[src/rtl/hazard_pkg.sv]
// hazard_pkg: shared latency type, standard producer latencies and default zero-register policy.
// Revision: 1.0
`default_nettype none

package hazard_pkg;

  localparam int LAT_W_DEF = 3;
  typedef logic [LAT_W_DEF-1:0] lat_t;

  localparam lat_t LAT_ALU_FWD  = 3'd1;
  localparam lat_t LAT_ALU_WB   = 3'd1;
  localparam lat_t LAT_LOAD_FWD = 3'd2;
  localparam lat_t LAT_LOAD_WB  = 3'd2;
  localparam lat_t LAT_MUL_FWD  = 3'd3;
  localparam lat_t LAT_MUL_WB   = 3'd4;

  localparam bit ZERO_REG_DEF = 1'b1;

endpackage

`default_nettype wire

[src/rtl/hazard_sb_entry.sv]
// hazard_sb_entry: one register's forward/writeback countdown pair with load-over-decrement.
// Revision: 1.0
`default_nettype none

module hazard_sb_entry #(
  parameter int LAT_W = 3
) (
  input  logic             i_clk,
  input  logic             i_rst_n,
  input  logic             i_load,
  input  logic [LAT_W-1:0] i_fwd_lat,
  input  logic [LAT_W-1:0] i_wb_lat,
  output logic             o_fwd_rdy,
  output logic             o_wb_rdy
);

  logic [LAT_W-1:0] r_fwd_cnt;
  logic [LAT_W-1:0] r_wb_cnt;
  logic [LAT_W-1:0] w_fwd_load;

  // A result can never be forwardable later than it lands in the register file.
  assign w_fwd_load = (i_fwd_lat < i_wb_lat) ? i_fwd_lat : i_wb_lat;

  always_ff @(posedge i_clk or negedge i_rst_n) begin
    if (!i_rst_n) begin
      r_fwd_cnt <= '0;
      r_wb_cnt  <= '0;
    end else if (i_load) begin
      r_fwd_cnt <= w_fwd_load;
      r_wb_cnt  <= i_wb_lat;
    end else begin
      if (r_fwd_cnt != '0) r_fwd_cnt <= r_fwd_cnt - 1'b1;
      if (r_wb_cnt != '0)  r_wb_cnt  <= r_wb_cnt - 1'b1;
    end
  end

  assign o_fwd_rdy = (r_fwd_cnt == '0);
  assign o_wb_rdy  = (r_wb_cnt == '0);

endmodule

`default_nettype wire

[src/rtl/hazard_scoreboard.sv]
// hazard_scoreboard: decode-stage RAW stall detection over per-register latency counters.
// Optional HAZARD_PERF_EN adds stall-cycle performance counters. Revision: 1.0
`default_nettype none

module hazard_scoreboard
  import hazard_pkg::*;
#(
  parameter int REG_ADDR_W = 5,
  parameter int NUM_REGS   = 32,
  parameter int LAT_W      = 3,
  parameter bit ZERO_REG   = ZERO_REG_DEF
) (
  input  logic                  i_clk,
  input  logic                  i_rst_n,
  input  logic [REG_ADDR_W-1:0] i_src1,
  input  logic [REG_ADDR_W-1:0] i_src2,
  input  logic                  i_src1_used,
  input  logic                  i_src2_used,
  input  logic                  i_forward_EN,
  input  logic                  i_Branch,
  input  logic                  i_id_valid,
  input  logic                  i_flush,
  input  logic                  i_REGWrite,
  input  logic [REG_ADDR_W-1:0] i_dst,
  input  logic [LAT_W-1:0]      i_fwd_lat,
  input  logic [LAT_W-1:0]      i_wb_lat,
  output logic                  o_hazard_detected,
  output logic                  o_src1_stall,
  output logic                  o_src2_stall,
  output logic                  o_busy
`ifdef HAZARD_PERF_EN
  ,
  output logic [31:0]           o_stall_cycles,
  output logic [31:0]           o_branch_stall_cycles
`endif
);

  logic [NUM_REGS-1:0] w_fwd_rdy;
  logic [NUM_REGS-1:0] w_wb_rdy;
  logic                w_issue;
  logic                w_need_wb;
  logic                w_src1_fwd_rdy, w_src1_wb_rdy;
  logic                w_src2_fwd_rdy, w_src2_wb_rdy;

  genvar g;
  generate
    for (g = 0; g < NUM_REGS; g++) begin : g_reg
      if (ZERO_REG && (g == 0)) begin : g_zero
        assign w_fwd_rdy[g] = 1'b1;
        assign w_wb_rdy[g]  = 1'b1;
      end else begin : g_entry
        logic w_load;
        assign w_load = w_issue & i_REGWrite & (i_dst == REG_ADDR_W'(g));
        hazard_sb_entry #(.LAT_W(LAT_W)) u_entry (
          .i_clk     (i_clk),
          .i_rst_n   (i_rst_n),
          .i_load    (w_load),
          .i_fwd_lat (i_fwd_lat),
          .i_wb_lat  (i_wb_lat),
          .o_fwd_rdy (w_fwd_rdy[g]),
          .o_wb_rdy  (w_wb_rdy[g])
        );
      end
    end
  endgenerate

  // Indices beyond NUM_REGS match no entry and therefore read as ready.
  always_comb begin
    w_src1_fwd_rdy = 1'b1;
    w_src1_wb_rdy  = 1'b1;
    w_src2_fwd_rdy = 1'b1;
    w_src2_wb_rdy  = 1'b1;
    for (int r = 0; r < NUM_REGS; r++) begin
      if (i_src1 == REG_ADDR_W'(r)) begin
        w_src1_fwd_rdy = w_fwd_rdy[r];
        w_src1_wb_rdy  = w_wb_rdy[r];
      end
      if (i_src2 == REG_ADDR_W'(r)) begin
        w_src2_fwd_rdy = w_fwd_rdy[r];
        w_src2_wb_rdy  = w_wb_rdy[r];
      end
    end
  end

  // Branches resolve in decode and read the register file directly.
  assign w_need_wb = ~i_forward_EN | i_Branch;

  assign o_src1_stall = i_id_valid & i_src1_used &
                        ~(w_need_wb ? w_src1_wb_rdy : w_src1_fwd_rdy);
  assign o_src2_stall = i_id_valid & i_src2_used &
                        ~(w_need_wb ? w_src2_wb_rdy : w_src2_fwd_rdy);
  assign o_hazard_detected = o_src1_stall | o_src2_stall;

  assign w_issue = i_id_valid & ~o_hazard_detected & ~i_flush;
  assign o_busy  = ~&w_wb_rdy;

`ifdef HAZARD_PERF_EN
  logic [31:0] r_stall_cycles;
  logic [31:0] r_branch_stall_cycles;

  always_ff @(posedge i_clk or negedge i_rst_n) begin
    if (!i_rst_n) begin
      r_stall_cycles        <= '0;
      r_branch_stall_cycles <= '0;
    end else if (o_hazard_detected) begin
      r_stall_cycles <= r_stall_cycles + 32'd1;
      if (i_Branch) r_branch_stall_cycles <= r_branch_stall_cycles + 32'd1;
    end
  end

  assign o_stall_cycles        = r_stall_cycles;
  assign o_branch_stall_cycles = r_branch_stall_cycles;
`endif

endmodule

`default_nettype wire

[config.mk]
export PLATFORM = sky130hd
export DESIGN_NAME = hazard_scoreboard
export DESIGN_NICKNAME = d
export VERILOG_FILES = /design/src/rtl/hazard_pkg.sv /design/src/rtl/hazard_sb_entry.sv /design/src/rtl/hazard_scoreboard.sv
export SDC_FILE = /design/constraint.sdc
export NUM_CORES = 1
export LEC_CHECK = 0
export BUFFER_PORTS_ARGS = -buffer_cell sky130_fd_sc_hd__buf_4
export CAP_MARGIN = 15
export CORE_MARGIN = 4
export CORE_UTILIZATION = 30
export DETAILED_ROUTE_END_ITERATION = 6
export GPL_TIMING_DRIVEN = 0
export PLACE_DENSITY = 0.46
export SKIP_LAST_GASP = 1
export SLEW_MARGIN = 40
export SYNTH_ARGS = -nofsm -noshare
export SYNTH_HDL_FRONTEND = slang
export SYNTH_SLANG_ARGS = --single-unit
[constraint.sdc]
create_clock -name i_clk -period 4.8 [get_ports i_clk]
set_input_delay 0.24 -clock i_clk [delete_from_list [all_inputs] [get_ports i_clk]]
set_output_delay 0.24 -clock i_clk [all_outputs]
set_load 0.005 [all_outputs]
# == Word-level counts from Yosys, hierarchy flattened ==
# Cells that the tools add are included.
# W data, S select, Z words.
# word_totals
word_cells,702
register_bits,186
# op_classes
n_eq_ne,93
magnitude_cmp,1
addsub,62
mux,251
n_reduce_logical,188
bitwise,45
# op_table
cell,count
$mux W3,125
$eq A5 B5 Y1 const B,48
$logic_not A3 Y1,62
$reduce_bool A3 Y1,62
$sub A3 B1 Y3 const B,62
$mux W1,126
$reduce_bool A2 Y1,62
$eq A5 B4 Y1 const B,24
$eq A5 B3 Y1 const B,12
$and A1 B1 Y1,38
$reduce_and A31 Y1,1
$eq A5 B2 Y1 const B,6
$eq A5 B1 Y1 const B,3
$not A1 Y1,5
$lt A3 B3 Y1,1
$or A1 B1 Y1,2
$logic_not A1 Y1,1

# == Longest topological paths before layout ==
# depth
ltp_word,42
ltp_mapped,13

# == Modules after synthesis ==
# A second synthesis with hierarchy kept.
# unflattened
hier_cells,2002
hier_area_um2,17216.5
# by_module_without_submodules
mod,seq_area_each_um2,cells_each,instances,area_per_inst_um2
hazard_sb_entry,150.1,52,31,473.0
hazard_scoreboard,0.0,390,1,2555.0

# == Worst setup path after synthesis ==
# OpenSTA, ideal clock, no wires.
# synth_timing
kind,register -> register
startpoint,reg g_reg[22].g_entry.u_entry.r_fwd_cnt[0]
endpoint,reg g_reg[19].g_entry.u_entry.r_wb_cnt[0]
t_arrival_ns,2.959
setup_slack_ns,1.714
path_stages_with_launch,14
required_ns,4.672
path_buffers,2
cell_sequence,dfrtp_1 -> inv_1 -> ha_1 -> ha_1 -> buf_1 -> mux2i_1 -> o221ai_1 -> o21ai_0 -> a22o_1 -> a211o_1 -> o211ai_1 -> buf_2 -> nand4b_4 -> mux2_1
# synth_via
elab_chain_cells,21
word_cells_on_any_way,35
# synth_rtl
element,line_no,rtl
"start, declared",hazard_sb_entry.sv:17,logic [LAT_W-1:0] r_fwd_cnt;
"start signal, assigned",hazard_sb_entry.sv:29,r_fwd_cnt <= w_fwd_load;
"start signal, assigned",hazard_sb_entry.sv:32,if (r_fwd_cnt != '0) r_fwd_cnt <= r_fwd_cnt - 1'b1;
$logic_not A3 Y1 *,hazard_sb_entry.sv:37,assign o_fwd_rdy = (r_fwd_cnt == '0);
$mux W1 (on tied branches) (10 in series),"hazard_scoreboard.sv:74, hazard_scoreboard.sv:78",
$mux W1 (on tied branches),"hazard_scoreboard.sv:89, hazard_scoreboard.sv:91",
$not A1 Y1 (on tied branches),"hazard_scoreboard.sv:89, hazard_scoreboard.sv:91",
$and A1 B1 Y1 (on tied branches),"hazard_scoreboard.sv:88, hazard_scoreboard.sv:90",
$or A1 B1 Y1 *,hazard_scoreboard.sv:92,assign o_hazard_detected = o_src1_stall | o_src2_stall;
$not A1 Y1 *,hazard_scoreboard.sv:94,assign w_issue = i_id_valid & ~o_hazard_detected & ~i_flush;
$and A1 B1 Y1 * (2 in series),hazard_scoreboard.sv:94,
$and A1 B1 Y1 * (2 in series),hazard_scoreboard.sv:53,assign w_load = w_issue & i_REGWrite & (i_dst == REG_ADDR_W'(g));
$mux W3 or $reduce_bool A2 Y1 (tied branches),n/a,
"end signal, assigned",hazard_sb_entry.sv:30,r_wb_cnt <= i_wb_lat;
"end signal, assigned",hazard_sb_entry.sv:33,if (r_wb_cnt != '0) r_wb_cnt <= r_wb_cnt - 1'b1;
"end, declared",hazard_sb_entry.sv:18,logic [LAT_W-1:0] r_wb_cnt;
# Mark *: on every way between the ends. The rest lies on a longest branch, timed or not.
# A chain may end at the register's enable or synchronous reset.

# == Final worst setup path ==
# layout_timing
startpoint,reg g_reg[3].g_entry.u_entry.r_fwd_cnt[0]
endpoint,out o_hazard_detected
# layout_via
elab_chain_cells,34
word_cells_on_any_way,66
# layout_rtl
element,line_no,rtl
"start, declared",hazard_sb_entry.sv:17,
"start signal, assigned",hazard_sb_entry.sv:29,
"start signal, assigned",hazard_sb_entry.sv:32,
$logic_not A3 Y1 *,hazard_sb_entry.sv:37,
$mux W1 (on tied branches) (29 in series),"hazard_scoreboard.sv:74, hazard_scoreboard.sv:78",
$mux W1 (on tied branches),"hazard_scoreboard.sv:89, hazard_scoreboard.sv:91",
$not A1 Y1 (on tied branches),"hazard_scoreboard.sv:89, hazard_scoreboard.sv:91",
$and A1 B1 Y1 (on tied branches),"hazard_scoreboard.sv:88, hazard_scoreboard.sv:90",
$or A1 B1 Y1 *,hazard_scoreboard.sv:92,
"end, declared",hazard_scoreboard.sv:27,"output logic o_hazard_detected,"
# Marked as above.

==> flow_metrics.tcl <==
set metrics [dict create \
    final_nets 1658 \
    setup.worst_path.class "register to output pin" \
    synth_cell_type_count 69 \
    worst_pin_slew_ns 0.836 \
    grt_use_total 0.160 \
    grt_pass1_vias 10100 \
    p_switching_mw 3.70 \
    syn_area_per_cell_um2 9.43 \
    ys_ff_latch 186 \
    routedWlPerCell_um 18.5 \
    p_leak_nw 7.56 \
    ys.flop_type "dfrtp_1" \
    drive_gt1_frac 0.108 \
    gp_congestion 0.933 \
    placed_area_um2 14700 \
    critPathBufInv 4 \
    comb_power_share 0.533 \
    ys_seq_area_frac 0.340 \
    setup_ws_ns 0.820 \
    slew_viol_final 0 \
    finClkSkew_ns 0.0114 \
    die_w_um 222 \
    synth.largest_area_cell "dfrtp_1" \
    cts.sinks 186 \
    cp.arrival_ns 3.74 \
    crit_chain "inv_1 > ha_1 > ha_1 > clkbuf_1 > mux2i_1 > a221oi_1 > a2111oi_0 > o211ai_1 > a21oi_1 > a2111oi_4 > buf_4 > nand2_1 > buf_4" \
    cts_resized 0 \
    first_iter_violations 677 \
    cp-start-kind "register" \
    critPathMaxFanout 10 \
    pin_count 34 \
    finalCritPeriodShare 0.829 \
    grtUsageMet1 0.227 \
    clock-root-buffer "clkbuf_16" \
    power.density_nw_per_um2 593 \
    fin_util 0.337 \
    hold_viol 0 \
    fp-row-count 78 \
    synth.top_cell.area_share 0.340 \
    max-slew-margin-rel 0.443 \
    antenna_found_initial 3 \
    use_met2 0.252 \
    status "completed" \
    cts.path.max_buffers 2 \
    drv_cap 0 \
    synth_fp_nets 1609 \
    synthTopCellsByArea "dfrtp_1 34%, mux2i_1 12%, ha_1 12%" \
    met3_usage 0.0271 \
    synth_edf_count 0 \
    period_needed_ns 3.98 \
    drc 0 \
    h-tree-depth 4 \
    syn_inst 1453 \
    hpwlAfterDp_um 29200 \
    yosys_warnings 0 \
    critical-path-top-delay-family "compound AO/OA/AOI/OAI gates" \
    firstDrtPassIters 4 \
    synthesis.area_um2 13700 \
    clkPwrFrac 0.151 \
    seq_power_share 0.316 \
    core_region_area_um2 45300 \
    io_buffers 26 \
    clkLatencyLatePin_ns 0.45 \
    grt_busiest_layer "met2" \
    peakVddDrop_uv 302 \
    num_antenna_cells 0 \
    fin_tns_setup_ns 0 \
    post-place-ws_ns 0.887 \
    rsz0062_at_grt "no" \
    grt_max_degree 66 \
    cp.required_ns 4.56 \
    whs_ns 0.131 \
    place_inst 2081 \
    clkTransAtPathRegs_ns 0.07 \
    via_per_inst 4.94 \
    fmax_ghz 0.251 \
    fin_area_um2 15300 \
    p_int_mw 5.36 \
    vias 10400 \
    critPathCaptureType "output pin" \
    grt_pass1_wl_um 60900 \
    cts_tree "yes" \
    initial_utilization 0.303 \
    hold_buffers 1 \
    critPathMaxStageDelay_ns 0.68 \
    holdCritPathClass "primary input to register" \
    syn_to_final_growth_pct 11.4 \
    worst_path_max_delay_cell "a2111oi_4" \
    numCtsBuffers 17 \
    power.total_mw 9.06 \
    cts_setup_buffers 0 \
    setup_violations 0 \
    grt_overflow 0 \
    wl_um 39100 \
    die_h_um 222 \
    die_area_um2 49200 \
    p_sw_frac 0.408 \
    ant_nets 0 \
    fin_cells 2112 \
    synth-async-reset-ratio 1.00 \
]
-- cells in the mapped netlist, types with 4 or more instances --
cell type	instances
nand3_4	19
o22ai_1	10
buf_4	4
nand2_1	32
nor2b_1	20
o211ai_1	6
mux2i_1	171
clkbuf_1	47
o2bb2ai_1	5
xnor2_1	31
o31ai_1	8
nor3_1	35
a211oi_1	8
nand3_2	8
a21oi_1	109
a2111oi_0	6
nor4_1	11
buf_1	12
nand3b_1	7
nand4_1	6
or2_2	6
o21ai_0	29
a311oi_1	4
nor2_1	148
buf_2	17
inv_1	170
and3_1	4
mux2_2	39
nand2b_1	47
mux2_1	21
nand3_1	7
a221oi_1	6
xor2_1	31
ha_1	126
dfrtp_1	186
-- state kept, by name, summed over array words and instances, names as in the netlist --
signal,count
g.g_entry.u_entry.r_wb_cnt,93
g.g_entry.u_entry.r_fwd_cnt,93
-- power by group through the flow --
stage	Combinational (mW)	Sequential, mW	Clock (mW)
final	4.83	2.86	1.36
after global routing	5.60	2.98	1.49
after CTS	4.88	2.87	1.42
after detailed placement	4.86	2.89	0
after global placement	4.68	2.87	0
after floorplan	3.84	2.81	0
-- area by class of cell --
cell class	instances	area, um2
fillers	4726	30000
multi-input cells	1010	8040
well taps	600	751
plain buffers	82	359
clock buffers	18	429
repair buffers	30	275
inverters	175	657
clock inverters	11	101
flip-flops and latches	186	4650
-- worst reg2reg max path: cells and delay by family, from the launching register on --
| family | cells | cell delay, ns |
|---|---|---|
| flip-flops | 1 | 0.39 |
| buffers and inverters | 3 | 0.76 |
| adder cells (fa/ha/maj) | 2 | 0.27 |
| AND/OR/NAND/NOR | 1 | 0.30 |
| AO/OA/AOI/OAI | 5 | 1.43 |
| multiplexers | 2 | 0.63 |
-- metal layers --
metal / vias to the layer above / part of all wire
met5: - / 0.00074
met1: 5082 / 0.49
met3: 43 / 0.046
li1: 5065 / -
met2: 235 / 0.45
met4: 6 / 0.019
-- final timing paths --
path,startpoint,slack (ns),cells after the start,endpoint
worst max register to register,g_reg[3].g_entry.u_entry.r_fwd_cnt[0],0.90,13,g_reg[14].g_entry.u_entry.r_wb_cnt[1]
worst min register to register,g_reg[25].g_entry.u_entry.r_fwd_cnt[2],0.56,2,g_reg[25].g_entry.u_entry.r_fwd_cnt[2]
worst min-delay path,i_wb_lat[0],0.13,2,g_reg[23].g_entry.u_entry.r_wb_cnt[0]
worst max-delay path,g_reg[3].g_entry.u_entry.r_fwd_cnt[0],0.82,13,o_hazard_detected
max in group asynchronous,i_rst_n,3.71,3,g_reg[4].g_entry.u_entry.r_wb_cnt[0]
min in group asynchronous,i_rst_n,0.33,2,g_reg[17].g_entry.u_entry.r_fwd_cnt[0]
-- kinds of logic after synthesis --
group,Yosys count,synth area share
compound gates,221,0.0997
xor+xnor,62,0.0396
fa+ha+maj,126,0.115
buf+inv,257,0.0741
flops,186,0.340
mux,233,0.177
simple gates,368,0.155
-- cells in the final DEF, fill, tap and decap left out, types with 11 or more instances in the layout --
master | synthesis | routed
a21oi_1 | 109 | 109
ha_1 | 126 | 126
buf_4 | 4 | 30
o21ai_0 | 29 | 29
nor2b_1 | 20 | 20
buf_2 | 17 | 17
mux2i_1 | 171 | 171
clkbuf_1 | 47 | 48
nand3_4 | 19 | 19
dfrtp_1 | 186 | 186
clkbuf_16 | 0 | 17
mux2_1 | 21 | 21
nand2b_1 | 47 | 47
mux2_2 | 39 | 39
nor3_1 | 35 | 35
nor4_1 | 11 | 11
nor2_1 | 148 | 148
nand2_1 | 32 | 32
inv_1 | 170 | 170
buf_1 | 12 | 12
xor2_1 | 31 | 31
xnor2_1 | 31 | 31
Power figures use the tool's default switching activity.
